$ cat src/rtl/des_seq_if.sv
// Bundle of the des_block_sequencer handshake, core and status signals.
// Build option CBC_MODE_EN adds the iv/iv_load chaining inputs.
// master: host/environment side; slave: the sequencer itself.
interface des_seq_if;
    logic        in_valid;
    logic        in_ready;
    logic [63:0] in_data;
    logic        in_encr_decr;
    logic        out_valid;
    logic        out_ready;
    logic [63:0] out_data;
    logic        core_enable;
    logic        core_encr_decr;
    logic [63:0] core_input_block;
    logic        core_done;
    logic [63:0] core_output_block;
    logic        busy;
    logic        timeout_err;
    logic        err_clr;
`ifdef CBC_MODE_EN
    logic [63:0] iv;
    logic        iv_load;
`endif

    modport master (
        output in_valid, in_data, in_encr_decr, out_ready, core_done, core_output_block,
               err_clr,
`ifdef CBC_MODE_EN
               iv, iv_load,
`endif
        input  in_ready, out_valid, out_data, core_enable, core_encr_decr, core_input_block,
               busy, timeout_err
    );

    modport slave (
        input  in_valid, in_data, in_encr_decr, out_ready, core_done, core_output_block,
               err_clr,
`ifdef CBC_MODE_EN
               iv, iv_load,
`endif
        output in_ready, out_valid, out_data, core_enable, core_encr_decr, core_input_block,
               busy, timeout_err
    );
endinterface

$ cat src/rtl/des_block_sequencer.sv
// Host-side driver for the triple-DES core: accepts one 64-bit block, runs the core until done
// (or aborts on timeout), then returns the result over valid/ready. One block in flight.
// Build option CBC_MODE_EN enables cipher-block chaining with a loadable IV.
module des_block_sequencer #(
    parameter int unsigned TIMEOUT_CYCLES = 64,
    parameter int unsigned CNT_W          = 16
) (
    input logic      clk,
    input logic      rst,
    des_seq_if.slave bus
);
    typedef enum logic [1:0] {StIdle, StRun, StHold} state_t;

    localparam logic [CNT_W-1:0] CntLast = CNT_W'(TIMEOUT_CYCLES - 1);

    state_t             state_q, state_d;
    logic               in_ready_q, in_ready_d;
    logic               out_valid_q, out_valid_d;
    logic [63:0]        out_data_q, out_data_d;
    logic               core_enable_q, core_enable_d;
    logic               core_encr_q, core_encr_d;
    logic [63:0]        core_block_q, core_block_d;
    logic               busy_q, busy_d;
    logic               timeout_q, timeout_d;
    logic [CNT_W-1:0]   cnt_q, cnt_d;
    logic               timeout_set;
`ifdef CBC_MODE_EN
    logic [63:0]        chain_q, chain_d;
`endif

    // Next-state and next-output logic; every output is taken from a register.
    always_comb begin
        state_d       = state_q;
        out_valid_d   = out_valid_q;
        out_data_d    = out_data_q;
        core_enable_d = core_enable_q;
        core_encr_d   = core_encr_q;
        core_block_d  = core_block_q;
        cnt_d         = cnt_q;
        timeout_set   = 1'b0;
`ifdef CBC_MODE_EN
        chain_d       = chain_q;
`endif
        unique case (state_q)
            StIdle: begin
`ifdef CBC_MODE_EN
                if (bus.iv_load) chain_d = bus.iv;
`endif
                if (bus.in_valid && in_ready_q) begin
                    core_encr_d   = bus.in_encr_decr;
`ifdef CBC_MODE_EN
                    // Accept uses the chain value from before any same-cycle IV load.
                    core_block_d  = bus.in_encr_decr ? (bus.in_data ^ chain_q) : bus.in_data;
`else
                    core_block_d  = bus.in_data;
`endif
                    core_enable_d = 1'b1;
                    cnt_d         = '0;
                    state_d       = StRun;
                end
            end
            StRun: begin
                cnt_d = cnt_q + CNT_W'(1);
                // core_done has priority over a coincident timeout.
                if (bus.core_done) begin
                    core_enable_d = 1'b0;
                    out_valid_d   = 1'b1;
                    state_d       = StHold;
`ifdef CBC_MODE_EN
                    if (core_encr_q) begin
                        out_data_d = bus.core_output_block;
                        chain_d    = bus.core_output_block;
                    end else begin
                        out_data_d = bus.core_output_block ^ chain_q;
                        chain_d    = core_block_q;
                    end
`else
                    out_data_d    = bus.core_output_block;
`endif
                end else if (cnt_q == CntLast) begin
                    timeout_set   = 1'b1;
                    core_enable_d = 1'b0;
                    state_d       = StIdle;
                end
            end
            StHold: begin
                if (bus.out_ready) begin
                    out_valid_d = 1'b0;
                    state_d     = StIdle;
                end
            end
            default: state_d = StIdle;
        endcase

        // Sticky error: a set event beats a same-cycle clear.
        timeout_d = timeout_q;
        if (bus.err_clr) timeout_d = 1'b0;
        if (timeout_set) timeout_d = 1'b1;

        in_ready_d = (state_d == StIdle);
        busy_d     = (state_d != StIdle);
    end

    // State and output registers with asynchronous reset to the idle condition.
    always_ff @(posedge clk or posedge rst) begin
        if (rst) begin
            state_q       <= StIdle;
            in_ready_q    <= 1'b1;
            out_valid_q   <= 1'b0;
            out_data_q    <= '0;
            core_enable_q <= 1'b0;
            core_encr_q   <= 1'b0;
            core_block_q  <= '0;
            busy_q        <= 1'b0;
            timeout_q     <= 1'b0;
            cnt_q         <= '0;
`ifdef CBC_MODE_EN
            chain_q       <= '0;
`endif
        end else begin
            state_q       <= state_d;
            in_ready_q    <= in_ready_d;
            out_valid_q   <= out_valid_d;
            out_data_q    <= out_data_d;
            core_enable_q <= core_enable_d;
            core_encr_q   <= core_encr_d;
            core_block_q  <= core_block_d;
            busy_q        <= busy_d;
            timeout_q     <= timeout_d;
            cnt_q         <= cnt_d;
`ifdef CBC_MODE_EN
            chain_q       <= chain_d;
`endif
        end
    end

    assign bus.in_ready         = in_ready_q;
    assign bus.out_valid        = out_valid_q;
    assign bus.out_data         = out_data_q;
    assign bus.core_enable      = core_enable_q;
    assign bus.core_encr_decr   = core_encr_q;
    assign bus.core_input_block = core_block_q;
    assign bus.busy             = busy_q;
    assign bus.timeout_err      = timeout_q;
endmodule

$ cat src/flat_wrapper.sv
// flat-port wrapper written by rule: the top's interface ports become plain ports
module des_block_sequencer_flat 
#(
    parameter int unsigned TIMEOUT_CYCLES = 64,
    parameter int unsigned CNT_W          = 16
)
  (clk, rst, bus_in_valid, bus_in_data, bus_in_encr_decr, bus_out_ready, bus_core_done, bus_core_output_block, bus_err_clr, bus_in_ready, bus_out_valid, bus_out_data, bus_core_enable, bus_core_encr_decr, bus_core_input_block, bus_busy, bus_timeout_err);
  des_seq_if bus_i ();
  input logic clk;
  input logic rst;
  input wire logic [$bits(bus_i.in_valid)-1:0] bus_in_valid;
  input wire logic [$bits(bus_i.in_data)-1:0] bus_in_data;
  input wire logic [$bits(bus_i.in_encr_decr)-1:0] bus_in_encr_decr;
  input wire logic [$bits(bus_i.out_ready)-1:0] bus_out_ready;
  input wire logic [$bits(bus_i.core_done)-1:0] bus_core_done;
  input wire logic [$bits(bus_i.core_output_block)-1:0] bus_core_output_block;
  input wire logic [$bits(bus_i.err_clr)-1:0] bus_err_clr;
  output wire logic [$bits(bus_i.in_ready)-1:0] bus_in_ready;
  output wire logic [$bits(bus_i.out_valid)-1:0] bus_out_valid;
  output wire logic [$bits(bus_i.out_data)-1:0] bus_out_data;
  output wire logic [$bits(bus_i.core_enable)-1:0] bus_core_enable;
  output wire logic [$bits(bus_i.core_encr_decr)-1:0] bus_core_encr_decr;
  output wire logic [$bits(bus_i.core_input_block)-1:0] bus_core_input_block;
  output wire logic [$bits(bus_i.busy)-1:0] bus_busy;
  output wire logic [$bits(bus_i.timeout_err)-1:0] bus_timeout_err;
  assign bus_i.in_valid = bus_in_valid;
  assign bus_i.in_data = bus_in_data;
  assign bus_i.in_encr_decr = bus_in_encr_decr;
  assign bus_i.out_ready = bus_out_ready;
  assign bus_i.core_done = bus_core_done;
  assign bus_i.core_output_block = bus_core_output_block;
  assign bus_i.err_clr = bus_err_clr;
  assign bus_in_ready = bus_i.in_ready;
  assign bus_out_valid = bus_i.out_valid;
  assign bus_out_data = bus_i.out_data;
  assign bus_core_enable = bus_i.core_enable;
  assign bus_core_encr_decr = bus_i.core_encr_decr;
  assign bus_core_input_block = bus_i.core_input_block;
  assign bus_busy = bus_i.busy;
  assign bus_timeout_err = bus_i.timeout_err;
  des_block_sequencer #(.TIMEOUT_CYCLES(TIMEOUT_CYCLES), .CNT_W(CNT_W)) u_core (.clk(clk), .rst(rst), .bus(bus_i));
endmodule
$ cat config.mk
export PLATFORM = sky130hd
export DESIGN_NAME = des_block_sequencer_flat
export DESIGN_NICKNAME = d
export VERILOG_FILES = /design/src/rtl/des_seq_if.sv /design/src/rtl/des_block_sequencer.sv /design/src/flat_wrapper.sv
export SDC_FILE = /design/constraint.sdc
export NUM_CORES = 1
export LEC_CHECK = 0
export BUFFER_PORTS_ARGS = -buffer_cell sky130_fd_sc_hd__clkbuf_2
export CORE_UTILIZATION = 51
export CTS_CLUSTER_SIZE = 10
export DETAILED_ROUTE_END_ITERATION = 12
export PLACE_DENSITY = 0.86
export SETUP_SLACK_MARGIN = 0.3
export SLEW_MARGIN = 10
export SYNTH_ARGS = -nofsm -noshare
export SYNTH_HDL_FRONTEND = slang
export SYNTH_SLANG_ARGS = --single-unit
$ cat constraint.sdc
create_clock -name clk -period 7.3 [get_ports clk]
set_clock_uncertainty 0.2 [all_clocks]
set_input_delay 0.365 -clock clk [delete_from_list [all_inputs] [get_ports clk]]
set_output_delay 0.365 -clock clk [all_outputs]
set_load 0.05 [all_outputs]
# [Word-level counts from Yosys, hierarchy flattened]
# Index checks and enable logic that the tools add are counted.
[word_totals] inputBits=135 elab_cells=49 ff_bits=152
[op_classes] addsub=1 eq_ne=7 mux=19 reduce_logical=12
[ops] operator="$pmux W16 S2" n=1
[ops] operator="$add A16 B1 Y16 const B" n=1
[ops] operator="$eq A16 B6 Y1 const B" n=1
[ops] operator="$mux W16" n=1
[ops] operator="$mux W1" n=10
[ops] operator="$mux W2" n=4
[ops] operator="$reduce_bool A2 Y1" n=4
[ops] operator="$pmux W2 S3" n=1
[ops] operator="$reduce_and A2 Y1" n=3
[ops] operator="$reduce_and A3 Y1" n=2
[ops] operator="$logic_not A2 Y1" n=2
[ops] operator="$ne A2 B2 Y1 const B" n=2
[ops] operator="$pmux W1 S2" n=2
[ops] operator="$ne A3 B2 Y1 const B" n=1
[ops] operator="$eq A2 B1 Y1 const B" n=1
[ops] operator="$eq A2 B2 Y1 const B" n=1
[ops] operator="$ne A2 B1 Y1 const B" n=1
[ops] operator="$logic_and A1 B1 Y1" n=1

# [Logic depth before layout (Yosys ltp)]
# Gate-level depths: netlist (run 1).
[depth] word_depth=5 mapped_depth=7 mapped_depth_nobuf=5

# [Least setup slack after synthesis (run 1)]
# Ideal clock, no wire load.
[synth_timing] path_kind="reg2reg" startpoint="reg u_core.in_ready_q (netlist: u_core.bus.in_ready)" endpoint="reg u_core.core_block_q[0] (netlist: u_core.bus.core_input_block[0])" path_stages_with_launch=8 required_ns=6.982 path_slack_ns=5.340 t_arrival_ns=1.642 path_cell_list="dfstp_2 > nand2_1 > or3_1 > buf_2 > buf_6 > buf_2 > nand2_1 > nand2_1"
[synth_between] elab_chain_len=2
[synth_rtl] element="start: declaration" line="des_block_sequencer.sv:17" rtl="logic in_ready_q, in_ready_d;"
[synth_rtl] element="start signal: assignment" line="des_block_sequencer.sv:122" rtl="in_ready_q <= in_ready_d;"
[synth_rtl] element="$logic_and A1 B1 Y1" line="des_block_sequencer.sv:49" rtl="if (bus.in_valid && in_ready_q) begin"
[synth_rtl] element="$reduce_and A2 Y1 (no source line)"
[synth_rtl] element="end signal: assignment" line="des_block_sequencer.sv:127" rtl="core_block_q <= core_block_d;"
[synth_rtl] element="end: declaration" line="des_block_sequencer.sv:22" rtl="logic [63:0] core_block_q, core_block_d;"
# No other way between the ends.
# A chain may end at the register's enable or synchronous reset.

# [Worst setup path in the final report (run 1)]
[layout_timing] startpoint="reg u_core.in_ready_q (netlist: u_core.bus.in_ready)" endpoint="reg u_core.core_block_q[1] (netlist: u_core.bus.core_input_block[1])"
# The elaborated chain is that of the path after synthesis.

==> out/results.md, run 1 <==
| Result | Value | Unit |
| --- | --- | --- |
| Result of the run | finished, final reports clean | - |
| Number of instances on the worst hold path | 2 | - |
| CP Data Required Time | 7.38 | ns |
| Layout cell share with drive strength beyond 1 | 40.63 | % |
| Residual DRC count | 0 | - |
| Areal power density over the cells | 518.8 | mW/mm^2 |
| Total wire length | 18960 | um |
| Setup fix buffers added after clock tree synthesis | 0 | - |
| Nets@finish | 1051 | - |
| Vias per Instance | 5.175 | - |
| Largest net degree at the start of global routing | 88 | - |
| Final Cell Area | 0.009205 | mm^2 |
| Final hold violation count | 0 | - |
| Period Utilization, post-route | 32.81 | % |
| Count of input and output buffers | 268 | - |
| Total die area | 0.01219 | mm^2 |
| Top_reg_cell synth | sky130_fd_sc_hd__dfrtp_1 | - |
| Time the worst path needs with I/O delays and setup | 2.395 | ns |
| Clock Root Buffer | sky130_fd_sc_hd__clkbuf_16 | - |
| Worst hold path type | in -> reg | - |
| Crit end category | flop | - |
| Count of maximum capacitance violations | 0 | - |
| Layout overhead on the synthesized area | 53.56 | % |
| Largest voltage drop on the vdd net | 0.4227 | mV |
| Tot GR Track Use | 31.64 | % |
| Flop2flop setup slack | 4.90 | ns |
| Synth cell count leaders | sky130_fd_sc_hd__nand2_1, sky130_fd_sc_hd__dfrtp_1, sky130_fd_sc_hd__mux2_2, sky130_fd_sc_hd__mux2i_1, sky130_fd_sc_hd__buf_2 | - |
| Final-layout worst hold slack | 0.02085 | ns |
| Average cell area after synthesis | 11.46 | um^2 |
| Async SR Flop Fraction | 100.0 | % |
| Capture point of the worst path | u_core.bus.core_input_block[1] | - |
| Reg-to-Reg End | u_core.bus.core_input_block[1] | - |
| Vias after detailed routing | 5548 | - |
| Floorplan row count | 39 | - |
| Accumulated negative setup slack | 0 | ns |
| Crit start category | flop | - |
| Actual slew at the worst max-slew pin | 1.058 | ns |
| Number of standard cells after synthesis | 523 | - |
| Netlist cell types | 36 | - |
| Mapped cell area | 0.005994 | mm^2 |
| CTS tree | done | - |
| Maximum buffer depth of the clock tree | 2 | - |
| Overall power consumption | 4.776 | mW |
| Placed wire-length estimate after detailed placement | 9798 | um |
| Wire length of the first global-routing pass | 30390 | um |
| CTS H-tree depth | 4 | - |
| FF-to-FF Start | u_core.bus.in_ready | - |
| I/O pin total | 269 | - |
| Unrepaired setup endpoints after global routing | false | - |
| Initial antenna violation count | 1 | - |
| Max Fclk | 417.5 | MHz |
| Clock network latency to the later pin of the worst-skew pair | 0.41 | ns |
| Setup violators final | 0 | - |
| Placeable core region | 0.01142 | mm^2 |
| Main area contributors after synthesis | sky130_fd_sc_hd__dfrtp_1, sky130_fd_sc_hd__nand2_1, sky130_fd_sc_hd__mux2_2 | - |
| CP arrival | 2.47 | ns |
| Number of nets produced by synthesis | 659 | - |
| Effective utilization at floorplan | 52.50 | % |
| Overall overflow remaining after global route | 0 | - |
| Cell area after placement | 0.007391 | mm^2 |
| Chip Width | 110.4 | um |
| Length of the first detailed-routing pass in iterations | 7 | - |
| Worst-path clk slew | 0.06 | ns |
| Routed Antenna Nets | 0 | - |
| Share of synthesized area occupied by flip-flops and latches | 63.47 | % |
| Initial DRC count | 356 | - |
| Cell with the most instances after synthesis | sky130_fd_sc_hd__nand2_1 | - |
| Fraction of post-synthesis cell area in the top cell type by area | 63.03 | % |
| Via count of the first global-routing pass | 6014 | - |
| Startpoint-to-endpoint class of the critical path | reg -> reg | - |
| FF+latch count, synth | 152 | - |
| Number of buffers created by CTS | 17 | - |
| Relative max-transition margin | 29.45 | % |
| Static Leak | 4.919 | nW |
| Warnings from Yosys | 0 | - |
| Count of flip-flops with a built-in enable after synthesis | 0 | - |
| Clock Sink Count | 152 | - |
| Post-Route Utilization | 80.62 | % |
| Depth of the worst register-to-register path | 5 | - |
| Cell taking the most area after synthesis | sky130_fd_sc_hd__dfrtp_1 | - |
| Worst Path Max Fanout | 46 | - |
| Drt wl/cell | 17.69 | um |
| Final RePlAce weighted congestion | 0.8258 | - |
| Final slew viol count | 0 | - |
| Vertical die dimension | 110.4 | um |
| Start point of the critical path | u_core.bus.in_ready | - |
-- placed cells by master, fill, tap and decap left out, types with 2 or more instances in the layout --
cell and n:
sky130_fd_sc_hd__clkinvlp_4 5, sky130_fd_sc_hd__nor2_1 4, sky130_fd_sc_hd__clkinv_2 3, sky130_fd_sc_hd__nand3_1 5
sky130_fd_sc_hd__buf_4 4, sky130_fd_sc_hd__nor3_1 2, sky130_fd_sc_hd__a21o_1 2, sky130_fd_sc_hd__nand2_1 218
sky130_fd_sc_hd__dlygate4sd3_1 126, sky130_fd_sc_hd__a21oi_1 2, sky130_fd_sc_hd__nand4_1 3, sky130_fd_sc_hd__o21ai_0 3
sky130_fd_sc_hd__and3_1 4, sky130_fd_sc_hd__inv_1 4, sky130_fd_sc_hd__mux2_2 65, sky130_fd_sc_hd__clkbuf_16 17
sky130_fd_sc_hd__inv_6 2, sky130_fd_sc_hd__mux2i_1 10, sky130_fd_sc_hd__clkbuf_2 268, sky130_fd_sc_hd__dfrtp_1 151
sky130_fd_sc_hd__nor4_4 2, sky130_fd_sc_hd__clkbuf_1 3, sky130_fd_sc_hd__a22o_1 4
-- stage by stage --
stage,std cells,setup WS (ns)
after global routing,1072,4.709
after detailed placement,913,5.008
final,1072,4.905
after floorplan,523,2.644
after CTS,1070,4.935
after global placement,913,5.069
-- layer usage --
| metal | vias to the layer above | routed length (um) | track usage (%) |
|---|---|---|---|
| li1 | 2494 | - | - |
| met1 | 2662 | 6997 | 35.09 |
| met2 | 310 | 9751 | 56.40 |
| met5 | - | 0 | 0 |
| met3 | 82 | 1257 | 7.739 |
| met4 | 0 | 957 | 15.82 |
-- worst min path at each step --
| stage | start | end |
|---|---|---|
| after detailed placement | u_core.bus.core_input_block[56] | u_core.bus.core_input_block[56] |
| after global routing | bus_core_output_block[57] | u_core.bus.out_data[57] |
| final | bus_core_output_block[57] | u_core.bus.out_data[57] |
| after CTS | bus_core_output_block[43] | u_core.bus.out_data[43] |
| after floorplan | u_core.cnt_q[9] | u_core.cnt_q[9] |
| after global placement | rst | u_core.bus.out_data[53] |
-- cells by family after synthesis --
group	count (synthesis)	synth area share, %
muxes	75	13.88
DFF	152	63.47
adders and majority gates	1	0.2087
and+or+nand+nor	247	17.12
AOI/OAI and AO/OA	18	2.213
buffers and inverters	30	3.110
-- critical path, cell delays in order, from the launching register on --
cell	delay, ns
sky130_fd_sc_hd__dfstp_2	0.54
sky130_fd_sc_hd__nand2_1	0.10
sky130_fd_sc_hd__or3_2	0.74
sky130_fd_sc_hd__buf_4	0.40
sky130_fd_sc_hd__nand2_1	0.16
sky130_fd_sc_hd__nand2_1	0.09
-- power breakdown --
group	total (mW)	switching (mW)	internal [mW]
Clock	0.823	0.345	0.478
Sequential	1.49	0.262	1.22
Combinational	2.47	1.87	0.595
-- final cells by class --
class,instances,area (um^2)
Antenna cell,1,2.502
Clock buffer,21,450.4
Clock inverter,11,100.1
Fill cell,598,2213
Inverter,5,23.77
Multi-Input combinational cell,341,2012
Sequential cell,152,3805
Tap cell,143,178.9
Timing Repair Buffer,398,2633
-- flip-flops by register name, summed over array words and instances, names as in the netlist --
name and count:
u_core.bus.core_input_block 64, u_core.bus.busy 1, u_core.state_q 2, u_core.cnt_q 16, u_core.bus.in_ready 1, u_core.bus.core_enable 1, u_core.bus.core_encr_decr 1, u_core.bus.out_valid 1
u_core.bus.timeout_err 1, u_core.bus.out_data 64
-- timing repair --
item	CTS	global route
endpoints found under the hold margin	189	1
hold buffers	125	1
gates resized for setup	0	0
Note: power is estimated with default switching activity, not from simulation.
==> inputs of run 2 (changes only) <==
CORE_UTILIZATION = 42   (was 51)
PLACE_DENSITY = 0.75   (was 0.86)
clock period = 1.98 ns   (was 7.3 ns; I/O delays follow)
==> out/results.md, run 2 (same netlist as run 1, synthesis figures left out) <==
| Result | Value | Unit | vs previous |
| --- | --- | --- | --- |
| Effective utilization at floorplan | 43.19 | % | was 52.50% |
| Initial antenna violation count | 2 | - | was 1 |
| Largest net degree at the start of global routing | 75 | - | was 88 |
| Vias after detailed routing | 6276 | - | was 5548 |
| Placeable core region | 0.01388 | mm^2 | was 0.01142 mm^2 |
| Clock network latency to the later pin of the worst-skew pair | 0.42 | ns | was 0.41 ns |
| Final RePlAce weighted congestion | 0.7762 | - | was 0.8258 |
| Floorplan row count | 43 | - | was 39 |
| Stage delay of the slowest cell on the critical path | 0.53 | ns | was 0.74 ns |
| Via count of the first global-routing pass | 6110 | - | was 6014 |
| I/O pin total | 269 | - | unchanged |
| Result of the run | finished, final reports clean | - | unchanged |
| Residual DRC count | 0 | - | unchanged |
| CP arrival | 1.99 | ns | was 2.47 ns |
| Sum of buffers and inverters on the critical path | 0 | - | was 1 |
| Clock Root Buffer | sky130_fd_sc_hd__clkbuf_16 | - | unchanged |
| Startpoint-to-endpoint class of the critical path | reg -> reg | - | unchanged |
| Final slew viol count | 0 | - | unchanged |
| Length of the first detailed-routing pass in iterations | 6 | - | was 7 |
| Maximum buffer depth of the clock tree | 2 | - | unchanged |
| Cells along the critical path | or4_4, nor4_4, a211o_2, and3_1 | - | was nand2_1, or3_2, buf_4, nand2_1, nand2_1 |
| Crit start category | flop | - | unchanged |
| Max Fclk | 545.6 | MHz | was 417.5 MHz |
| Placed wire-length estimate after detailed placement | 10590 | um | was 9798 um |
| Routed Antenna Nets | 0 | - | unchanged |
| Highest-count cells in the layout ignoring fill and taps | sky130_fd_sc_hd__clkbuf_2, sky130_fd_sc_hd__dfrtp_1, sky130_fd_sc_hd__dlygate4sd3_1, sky130_fd_sc_hd__nand2_1, sky130_fd_sc_hd__nand2_2 | - | was sky130_fd_sc_hd__clkbuf_2, sky130_fd_sc_hd__nand2_1, sky130_fd_sc_hd__dfrtp_1, sky130_fd_sc_hd__dlygate4sd3_1, sky130_fd_sc_hd__mux2_2 |
| Setup violators final | 0 | - | unchanged |
| Vias per Instance | 5.364 | - | was 5.175 |
| Count of input and output buffers | 268 | - | unchanged |
| Slowest cell on the critical path | sky130_fd_sc_hd__or4_4 | - | was sky130_fd_sc_hd__or3_2 |
| Largest voltage drop on the vdd net | 1.033 | mV | was 0.4227 mV |
| Worst Path Max Fanout | 3 | - | was 46 |
| Chip Width | 121.5 | um | was 110.4 um |
| Initial DRC count | 485 | - | was 356 |
| Drt wl/cell | 23.77 | um | was 17.69 um |
| Post-route setup slack | 0.1473 | ns | was 4.905 ns |
| Period Utilization, post-route | 92.56 | % | was 32.81% |
| Largest delay share family, worst path | simple AND/OR/NAND/NOR gates | - | unchanged |
| Total area of multi-input combinational cells | 0.002805 | mm^2 | was 0.002012 mm^2 |
| Actual slew at the worst max-slew pin | 0.4168 | ns | was 1.058 ns |
| Tot GR Track Use | 31.46 | % | was 31.64% |
| Time the worst path needs with I/O delays and setup | 1.833 | ns | was 2.395 ns |
| Sequential cell area in the final layout | 0.003807 | mm^2 | was 0.003805 mm^2 |
| CTS H-tree depth | 4 | - | unchanged |
| Number of buffers created by CTS | 17 | - | unchanged |
| Worst slack, placed | 0.1187 | ns | was 5.008 ns |
| Areal power density over the cells | 1926 | mW/mm^2 | was 518.8 mW/mm^2 |
| Crit end category | flop | - | unchanged |
| Overall overflow remaining after global route | 0 | - | unchanged |
| CP Data Required Time | 2.14 | ns | was 7.38 ns |
| Worst hold path type | in -> async | - | was in -> reg |
| Layout overhead on the synthesized area | 85.79 | % | was 53.56% |
| Wire length of the first global-routing pass | 34110 | um | was 30390 um |
| Accumulated negative setup slack | 0 | ns | unchanged |
| Most frequent standard cell in the layout excluding fill and tap cells | sky130_fd_sc_hd__clkbuf_2 | - | unchanged |
| CTS tree | done | - | unchanged |
| Worst-path clk slew | 0.07 | ns | was 0.06 ns |
| Static Leak | 5.867 | nW | was 4.919 nW |
| Total die area | 0.01476 | mm^2 | was 0.01219 mm^2 |
| Layout cell share with drive strength beyond 1 | 56.32 | % | was 40.63% |
| Filler Cells Inserted | 706 | - | was 598 |
| Clock Sink Count | 152 | - | unchanged |
| Count of maximum capacitance violations | 0 | - | unchanged |
| Vertical die dimension | 121.5 | um | was 110.4 um |
| Final hold violation count | 0 | - | unchanged |
| Total wire length | 27810 | um | was 18960 um |
| Unrepaired setup endpoints after global routing | true | - | was false |
| Relative max-transition margin | 72.21 | % | was 29.45% |
| Nets@finish | 1113 | - | was 1051 |
==> run 2: worst reg2reg max path: cells and delay by family (launching register included) <==
| family | cells | cell delay [ns] |
|---|---|---|
| AOI/OAI and AO/OA | 1 | 0.21 |
| DFF | 1 | 0.40 |
| and+or+nand+nor | 3 | 0.97 |
==> run 2: worst paths after layout <==
path                                                   end                             from  depth (start not counted)  slack, ns
hold / removal                     u_core.bus.out_data[43]                              rst                          3       0.06
hold reg to reg            u_core.bus.core_input_block[15]  u_core.bus.core_input_block[15]                          2       0.29
setup / recovery                       u_core.bus.in_ready                 u_core.cnt_q[14]                          4       0.15
max in group asynchronous              u_core.bus.in_ready                              rst                          4       0.75
setup reg to reg                       u_core.bus.in_ready                 u_core.cnt_q[14]                          4       0.15
min in group clk                    u_core.bus.core_enable                     bus_in_valid                          6       0.06
==> run 2: report_power, final <==
group	leakage (nW)	total [mW]	switching, mW	internal (mW)
clock	0.272	3.28	1.36	1.92
sequential	1.87	5.90	1.38	4.52
combinational	3.73	12.3	8.18	4.09
total	5.87	21.4	10.9	10.5
==> run 2: repair_timing <==
action / CTS / global route
hold endpoints to repair: 287 / 0
pin swaps: 19 / 88
gates cloned: 12 / 10
hold buffers: 134 / 0
buffers inserted: 14 / 8
resized for setup: 34 / 170
setup endpoints to repair: 142 / 148
==> run 2: per-layer routing <==
metal	track usage, %	wire [um]	vias to the layer above
met4	15.20	1647	2
met3	9.445	2650	137
met2	53.69	13640	428
met1	35.77	9853	3082
met5	0	13	-
li1	-	-	2627
==> run 2: metrics by stage <==
stage          cells  util, %  hold WS [ns]  area (um^2)  power [mW]
2_1_floorplan    523        -      0.001966         6300       12.55
3_3_place_gp     960    56.15       -0.1100         7794       14.47
3_5_place_dp     960    56.15       -0.1038         7794       14.61
4_1_cts         1151    74.01       0.01348        10270       19.07
5_1_grt         1170    80.23       0.04784        11140       22.11
6_report        1170    80.23       0.05510        11140       21.44
==> run 2: final cells by class <==
type | count | area share, %
repair buffers | 460 | 33.15
multi-input cells | 341 | 25.19
well taps | 180 | 2.022
flip-flops and latches | 152 | 34.19
diodes | 1 | 0.02247
inverters | 5 | 0.2022
clock inverters | 10 | 1.090
clock buffers | 21 | 4.134
